--- src/rtl/sdm_pkg.sv ---
// Shared types for the sigma-delta transmit chain.
//   sample_t : 16-bit signed baseband/modulator sample
//   mode_e   : interpolator output shaping
//   state_e  : interpolator control state
package sdm_pkg;

  typedef logic signed [15:0] sample_t;

  typedef enum logic [1:0] {
    MODE_ZERO   = 2'd0,
    MODE_HOLD   = 2'd1,
    MODE_LINEAR = 2'd2
  } mode_e;

  typedef enum logic {
    StIdle = 1'b0,
    StRun  = 1'b1
  } state_e;

endpackage

--- src/rtl/interp_step_acc.sv ---
// Linear-interpolation accumulator.
//   clk, rst  : clock, synchronous active-high reset
//   load      : acc <= base <<< S, delta latched
//   step      : acc <= acc + delta
//   base      : previous sample (phase-0 value)
//   delta     : cur - prev, 17-bit signed
//   next_val  : (acc + delta) >>> S, i.e. the value of the following phase
module interp_step_acc #(
  parameter int unsigned S = 6
) (
  input  logic        clk,
  input  logic        rst,
  input  logic        load,
  input  logic        step,
  input  logic [15:0] base,
  input  logic [16:0] delta,
  output logic [15:0] next_val
);

  localparam int unsigned AccW = 17 + S;

  logic signed [AccW-1:0] acc_q, acc_d;
  logic signed [AccW-1:0] delta_ext;
  logic signed [AccW-1:0] sum;
  logic signed [16:0]     delta_q, delta_d;

  always_comb begin
    delta_ext = {{S{delta_q[16]}}, delta_q};
    sum       = acc_q + delta_ext;
    // Arithmetic shift floors toward -inf; result always lies between prev and cur.
    next_val  = 16'(sum >>> S);
    acc_d     = acc_q;
    delta_d   = delta_q;
    if (load) begin
      acc_d   = $signed({{(S + 1){base[15]}}, base}) <<< S;
      delta_d = delta;
    end else if (step) begin
      acc_d = sum;
    end
  end

  always_ff @(posedge clk) begin
    if (rst) begin
      acc_q   <= '0;
      delta_q <= '0;
    end else begin
      acc_q   <= acc_d;
      delta_q <= delta_d;
    end
  end

endmodule

--- src/rtl/upsample_interp.sv ---
// Integer-factor interpolator: one input sample in, UPSAMPLE_FACTOR samples out
// (zero-stuffed, held or linearly interpolated), each paced by ready_out.
//   clk, rst              : clock, synchronous active-high reset
//   valid_in/ready_in     : input handshake, in_signal 16-bit signed
//   valid_out/ready_out   : output handshake, out_signal 16-bit signed (registered)
module upsample_interp
  import sdm_pkg::*;
#(
  parameter int unsigned UPSAMPLE_FACTOR = 64,
  parameter int unsigned MODE            = 2
) (
  input  logic        clk,
  input  logic        rst,
  input  logic        valid_in,
  output logic        ready_in,
  input  logic [15:0] in_signal,
  output logic        valid_out,
  input  logic        ready_out,
  output logic [15:0] out_signal
);

  localparam int unsigned S         = $clog2(UPSAMPLE_FACTOR);
  localparam logic [S-1:0] LastPhase = S'(UPSAMPLE_FACTOR - 1);
  localparam mode_e       Mode      = mode_e'(MODE[1:0]);

  if (UPSAMPLE_FACTOR < 2 || UPSAMPLE_FACTOR > 256 ||
      (UPSAMPLE_FACTOR & (UPSAMPLE_FACTOR - 1)) != 0 || MODE > 2) begin : g_param_err
    $error("upsample_interp: UPSAMPLE_FACTOR must be a power of two in 2..256, MODE <= 2");
  end

  state_e       state_q, state_d;
  sample_t      cur_q, cur_d;
  sample_t      prev_q, prev_d;
  sample_t      out_q, out_d;
  logic [S-1:0] phase_q, phase_d;

  logic         xfer, last, accept;
  sample_t      prev_eff;
  logic [16:0]  delta_ld;
  logic [15:0]  acc_next;

  always_comb begin
    xfer     = (state_q == StRun) && ready_out;
    last     = (phase_q == LastPhase);
    // Open on the final transfer so the next sample loads without a bubble.
    ready_in = !rst && ((state_q == StIdle) || (last && ready_out));
    accept   = valid_in && ready_in;
    // On a back-to-back load the just-finished cur becomes prev in the same edge.
    prev_eff = (xfer && last) ? cur_q : prev_q;
    delta_ld = {in_signal[15], in_signal} - {prev_eff[15], prev_eff};

    state_d = state_q;
    cur_d   = cur_q;
    prev_d  = prev_q;
    out_d   = out_q;
    phase_d = phase_q;

    if (xfer && last) begin
      prev_d  = cur_q;
      state_d = StIdle;
    end

    if (xfer && !last) begin
      phase_d = phase_q + S'(1);
      if (Mode == MODE_ZERO) begin
        out_d = '0;
      end else if (Mode == MODE_HOLD) begin
        out_d = cur_q;
      end else begin
        out_d = sample_t'(acc_next);
      end
    end

    if (accept) begin
      cur_d   = sample_t'(in_signal);
      phase_d = '0;
      state_d = StRun;
      out_d   = (Mode == MODE_LINEAR) ? prev_eff : sample_t'(in_signal);
    end
  end

  always_ff @(posedge clk) begin
    if (rst) begin
      state_q <= StIdle;
      cur_q   <= '0;
      prev_q  <= '0;
      out_q   <= '0;
      phase_q <= '0;
    end else begin
      state_q <= state_d;
      cur_q   <= cur_d;
      prev_q  <= prev_d;
      out_q   <= out_d;
      phase_q <= phase_d;
    end
  end

  if (MODE == 2) begin : g_lin
    interp_step_acc #(
      .S(S)
    ) u_acc (
      .clk     (clk),
      .rst     (rst),
      .load    (accept),
      .step    (xfer && !last),
      .base    (prev_eff),
      .delta   (delta_ld),
      .next_val(acc_next)
    );
  end else begin : g_nolin
    assign acc_next = '0;
  end

  assign valid_out  = (state_q == StRun);
  assign out_signal = out_q;

endmodule

--- config.mk ---
export PLATFORM = sky130hd
export DESIGN_NAME = upsample_interp
export DESIGN_NICKNAME = d
export VERILOG_FILES = /design/src/rtl/sdm_pkg.sv /design/src/rtl/interp_step_acc.sv /design/src/rtl/upsample_interp.sv
export SDC_FILE = /design/constraint.sdc
export NUM_CORES = 1
export LEC_CHECK = 0
export CAP_MARGIN = 20
export CORE_ASPECT_RATIO = 0.8
export CORE_UTILIZATION = 30
export DETAILED_ROUTE_END_ITERATION = 6
export GPL_TIMING_DRIVEN = 1
export PLACE_DENSITY = 0.47
export SLEW_MARGIN = 20
export SYNTH_ARGS = -nofsm -noshare
export SYNTH_HDL_FRONTEND = slang
export SYNTH_SLANG_ARGS = --single-unit
--- constraint.sdc ---
create_clock -name clk -period 4.3 [get_ports clk]
set_clock_uncertainty 0.15 [all_clocks]
set_input_delay 0.645 -clock clk [delete_from_list [all_inputs] [get_ports clk]]
set_output_delay 0.645 -clock clk [all_outputs]
set_load 0.01 [all_outputs]
# After elaboration in Yosys (flattened, before gate mapping)
# Index checks and enable logic that the tools add are counted.
[totals] ff_bits=95 latchBits=0 ram_bits=0 romBits=0 input_bits=20 output_inout_bits=18 elab_cells=32 mem_count=0
[classes] add_sub_neg=3 mul=0 n_div=0 magnitude_cmp=0 n_eq_ne=1 shift=0 mux=7 bitwise=1 reduce_logical=12
[op_table] operator="16-bit 2-to-1 mux" n=3
[op_table] operator="23-bit 2-to-1 mux" n=2
[op_table] operator="23-bit by 17-bit adder with 23-bit output" n=1
[op_table] operator="16-bit by 16-bit subtractor with 17-bit output" n=1
[op_table] operator="6-bit by 1-bit adder with 6-bit output, second input constant" n=1
[op_table] operator="6-bit equality test, second input constant" n=1
[op_table] operator="1-bit logical AND" n=6
[op_table] operator="2-bit nonzero test" n=2
[op_table] operator="1-bit zero test" n=2
[op_table] operator="1-bit 2-to-1 mux" n=2
[op_table] operator="2-bit OR reduction" n=1
[op_table] operator="1-bit logical OR" n=1
[op_table] operator="1-bit NOT" n=1

# Depth between registers and ports, before layout
[logic_depth] ltp_word=6 depth_mapped=18 depth_no_buf=17

# Cells and area by module
# Synthesis repeated with hierarchy kept, for this count alone.
[unflattened] hier_cells=734 hier_area_um2=6014.5
[by_module_without_submodules] module="upsample_interp" n_inst=1 cells_each=393 area_each_um2=3241.9 seq_area_each_um2=1101.1
[by_module_without_submodules] module="interp_step_acc" n_inst=1 cells_each=341 area_each_um2=2772.7 seq_area_each_um2=780.7

# Least setup slack after synthesis
# No wires, ideal clock.
[synth_path] path_type="input -> register" from="input ready_out" to="register g_lin.u_acc.delta_q[16]" setup_ps=132 t_arrival_ps=3509 required_time_ps=4018 slack_ps=510 stages=17 path_buffers=1 cell_sequence="nand3_1 -> nor2_4 -> buf_2 -> mux2i_1 -> inv_1 -> ha_1 -> fa_1 -> nand2b_1 -> a21oi_1 -> o21a_1 -> a211oi_4 -> o221ai_2 -> a41o_1 -> a21o_1 -> a21oi_2 -> nor2b_1 -> o311ai_2"
[synth_via] elab_chain_len=4 elab_cells_between_ends=8 cone_classes="1 x add/sub; 1 x mux; 6 x reduce/logical"
[synth_rtl] element="start, declared" line="upsample_interp.sv:18" rtl="input logic ready_out,"
[synth_rtl] element="1-bit logical AND" line="upsample_interp.sv:43" rtl="xfer = (state_q == StRun) && ready_out;"
[synth_rtl] element="1-bit logical AND" line="upsample_interp.sv:49" rtl="prev_eff = (xfer && last) ? cur_q : prev_q;"
[synth_rtl] element="16-bit 2-to-1 mux"
[synth_rtl] element="net g_lin.u_acc.base[0]" line="interp_step_acc.sv:15" rtl="input logic [15:0] base,"
[synth_rtl] element="16-bit by 16-bit subtractor with 17-bit output" line="upsample_interp.sv:50" rtl="delta_ld = {in_signal[15], in_signal} - {prev_eff[15], prev_eff};"
[synth_rtl] element="end signal, assigned" line="interp_step_acc.sv:48" rtl="delta_q <= delta_d;"
[synth_rtl] element="end, declared" line="interp_step_acc.sv:25" rtl="logic signed [16:0] delta_q, delta_d;"
# The timed path passes the listed nets, and every way through them passes these cells.
# A chain may end at the register's enable or synchronous reset.

# Worst setup path after layout
# Ends and elaborated chain as after synthesis.

==> flow_summary.json <==
{
  "grt_overflow": 0,
  "holdWs_ns": 0.304,
  "cts_hold_buf": 0,
  "setup_tns_ns": 0,
  "fp.dieArea_um2": 17300,
  "n_fill_cell": 1676,
  "clk_path_buf_depth": 2,
  "viasPerCell": 4.89,
  "drive_above_1_share_pct": 7.85,
  "cts_root_buf": "clkbuf_16",
  "combPwrFrac_pct": 12.1,
  "initial_utilization_pct": 31.3,
  "grt_usage_pct": 16.0,
  "path_cells": "clkdlybuf4s50_1, nand3_1, nor2_4, mux2i_1, inv_1, ha_1, fa_1, nand2b_1, a21oi_1, o21a_1, a211oi_4, o221ai_2, a41o_1, a21o_1, a21oi_2, nor2b_1, o311ai_2",
  "met1Wirelength_um": 6490,
  "clk_latency_ns": 0.35,
  "crit_path_start_kind": "primary input",
  "worstHoldStart": "out_signal[0]",
  "path_clk_slew_ns": 0.07,
  "gp_congestion": 0.839,
  "worstPathArrival_ns": 3.98,
  "syn_avg_cell_area_um2": 8.28,
  "nNetsFinal": 702,
  "cellPowerDensity_nw_per_um2": 328,
  "power_frac_clock_pct": 40.8,
  "fin_crit_ns": 3.90,
  "min_path_type": "register to register",
  "area_growth_pct": 19.0,
  "wl_per_cell_um": 15.1,
  "dr.pass1.iters": 6,
  "final_common_cell": "nand2_1",
  "setup_ws_ns": 0.401,
  "numCtsBuffers": 9,
  "routed_wl_um": 13000,
  "seq_area_frac_synth_pct": 37.4,
  "place_hpwl_um": 9410,
  "syn_area_um2": 5040,
  "route.met3.wl_um": 375,
  "grt_pass1_wl_um": 21700,
  "synth_seq_cells": 94,
  "rsz0062_at_grt": "false",
  "grt_max_degree": 56,
  "maxCapViolCount": 0,
  "core_area_um2": 16100,
  "multi_input_area_um2": 3000,
  "chipHeight_um": 118,
  "hold_violations": 0,
  "row_count": 41,
  "reg2reg_to": "g_lin.u_acc.delta_q[16]",
  "worstPathRequired_ns": 4.39,
  "maxSlewHeadroom_pct": 57.7,
  "vias": 4231,
  "r2r_cells": 17,
  "post_cts_buffers": 0,
  "htree_num_levels": 3,
  "critical_path_class": "primary input to register",
  "max_freq_ghz": 0.256,
  "seqPwrFrac_pct": 47.2,
  "critical_path.max_stage_delay_ns": 0.48,
  "status": "complete, no violations",
  "drt-initial-drc-count": 232,
  "synth_flop_cell": "dfxtp_1",
  "peakVddDrop_v": 0.000181,
  "syn-num-nets": 665,
  "worstMarginPinSlew_ns": 0.617,
  "pre_cts_ws_ns": 0.0519,
  "first_global_vias": 4215,
  "yosysUniqueCellTypes": 59,
  "routed.top_layer": "met4",
  "total_leakage_power_nw": 2.44,
  "setup_viol_count_final": 0,
  "p_int_w": 0.00145,
  "clock-sinks": 94,
  "die-width_um": 147,
  "ys_async_sr_fraction_pct": 0,
  "cts_tree": "yes",
  "slew_viol_final": 0,
  "fin_crit_sh_pct": 90.7,
  "synth_cells": 608,
  "final_area_um2": 5990,
  "post-route-drc-count": 0,
  "swShare_pct": 26.0,
  "mostFrequentLayoutCells": "nand2_1 (98), dfxtp_1 (94), nor2_1 (57), a21oi_1 (56), clkdlybuf4s50_1 (36)",
  "io_buffers": 37,
  "wl_met2_um": 6010,
  "holdPathStages": 2,
  "cp-end-kind": "register",
  "switchingPower_w": 0.000510,
  "synth_warnings": 0,
  "ff_latch_area_um2": 1880,
  "ant_nets": 0,
  "r2r_slack_ns": 0.47,
  "holdPathEnd": "out_signal[0]",
  "path_max_fanout": 4,
  "r2r-start": "phase_q[0]",
  "synth_edf_count": 0,
  "postCtsResizedCells": 0,
  "antenna_found_initial": 0,
  "critPathSlowestCell": "clkdlybuf4s50_1",
  "placed_area_um2": 5710,
  "antenna_cells": 0,
  "ios": 38
}
[worst max-delay path: cells and delay by family]
family	cells	cell delay (ns)
AOI/OAI and AO/OA	8	1.21
adders and majority gates	2	0.61
buffers and inverters	2	0.57
muxes	1	0.25
and+or+nand+nor	4	0.69
[sequential cells by signal, summed over array words and instances (netlist names)]
signal	cells
valid_out	1
g_lin.u_acc.delta_q	17
out_signal	16
phase_q	6
cur_q	16
prev_q	16
g_lin.u_acc.acc_q	22
[power by group through the flow]
stage / sequential, W / combinational [W] / clock, W
global placement: 0.000945 / 0.000237 / 0
finish: 0.000925 / 0.000237 / 0.000800
detailed placement: 0.000945 / 0.000239 / 0
global route: 0.000929 / 0.000266 / 0.000862
floorplan: 0.000939 / 0.000159 / 0
CTS: 0.000926 / 0.000240 / 0.000828
[per-layer routing]
layer / global-route usage [%] / vias to the layer above
met1: 20.5 / 1962
met2: 26.5 / 39
met3: 3.80 / 12
met5: 0 / -
met4: 4.56 / 0
li1: - / 2218
[through the flow]
step                      cells  total power (W)  utilization, %
final                       865          0.00196            37.2
after floorplan             608          0.00110               -
after detailed placement    849          0.00118            35.4
after CTS                   865          0.00199            37.2
after global placement      849          0.00118            35.4
after global routing        865          0.00206            37.2
[cell families after synthesis]
kind of cell	Yosys count	synth area share, %
AO/OA/AOI/OAI	154	20.4
adder cells (fa/ha/maj)	38	9.69
multiplexers	15	2.98
buffers and inverters	40	3.16
AND/OR/NAND/NOR	235	20.9
flip-flops	94	37.4
XOR/XNOR	32	5.57
[cells in the mapped netlist, drive strengths merged (2+ instances only)]
cell    count  area, um^2
a211oi      7        70.1
a21o       17         128
a21oi      57         289
a221oi      2        30.0
a22oi       2        15.0
a31oi      16         100
a41o        2        20.0
and2        4        27.5
and3        4        25.0
buf         3        20.0
clkbuf     27         101
dfxtp      94        1880
fa          2        40.0
ha         35         438
inv         9        33.8
mux2i      15         150
nand2      98         368
nand2b     12        75.1
nand3      34         175
nand4       4        25.0
nor2       59         229
nor2b       3        18.8
nor3        6        30.0
o211a       2        20.0
o21a        4        30.0
o21ai      27         135
o21bai      3        22.5
o221ai      2        23.8
o311ai      2        25.0
o31ai       3        22.5
or2         3        18.8
or3         4        25.0
xnor2      18         158
xor2       14         123
[area by class of cell]
class                   instances  share of cell area, %
clock buffers                  12                   3.95
clock inverters                 4                  0.794
well taps                     215                   4.49
repair buffers                 56                   8.69
multi-input cells             474                   50.0
flip-flops and latches         94                   31.4
inverters                      10                  0.627
[worst max path at each step]
| stage | start | end | slack [ns] | depth (start not counted) |
|---|---|---|---|---|
| final | ready_out | g_lin.u_acc.delta_q[16] | 0.40 | 17 |
| after global placement | ready_out | g_lin.u_acc.delta_q[16] | 0.13 | 17 |
| after detailed placement | ready_out | g_lin.u_acc.delta_q[16] | 0.05 | 17 |
| after floorplan | ready_out | g_lin.u_acc.delta_q[16] | 0.51 | 17 |
| after global routing | phase_q[0] | g_lin.u_acc.delta_q[14] | 0.12 | 17 |
| after CTS | ready_out | g_lin.u_acc.delta_q[16] | 0.42 | 17 |
Power figures use the tool's default switching activity.
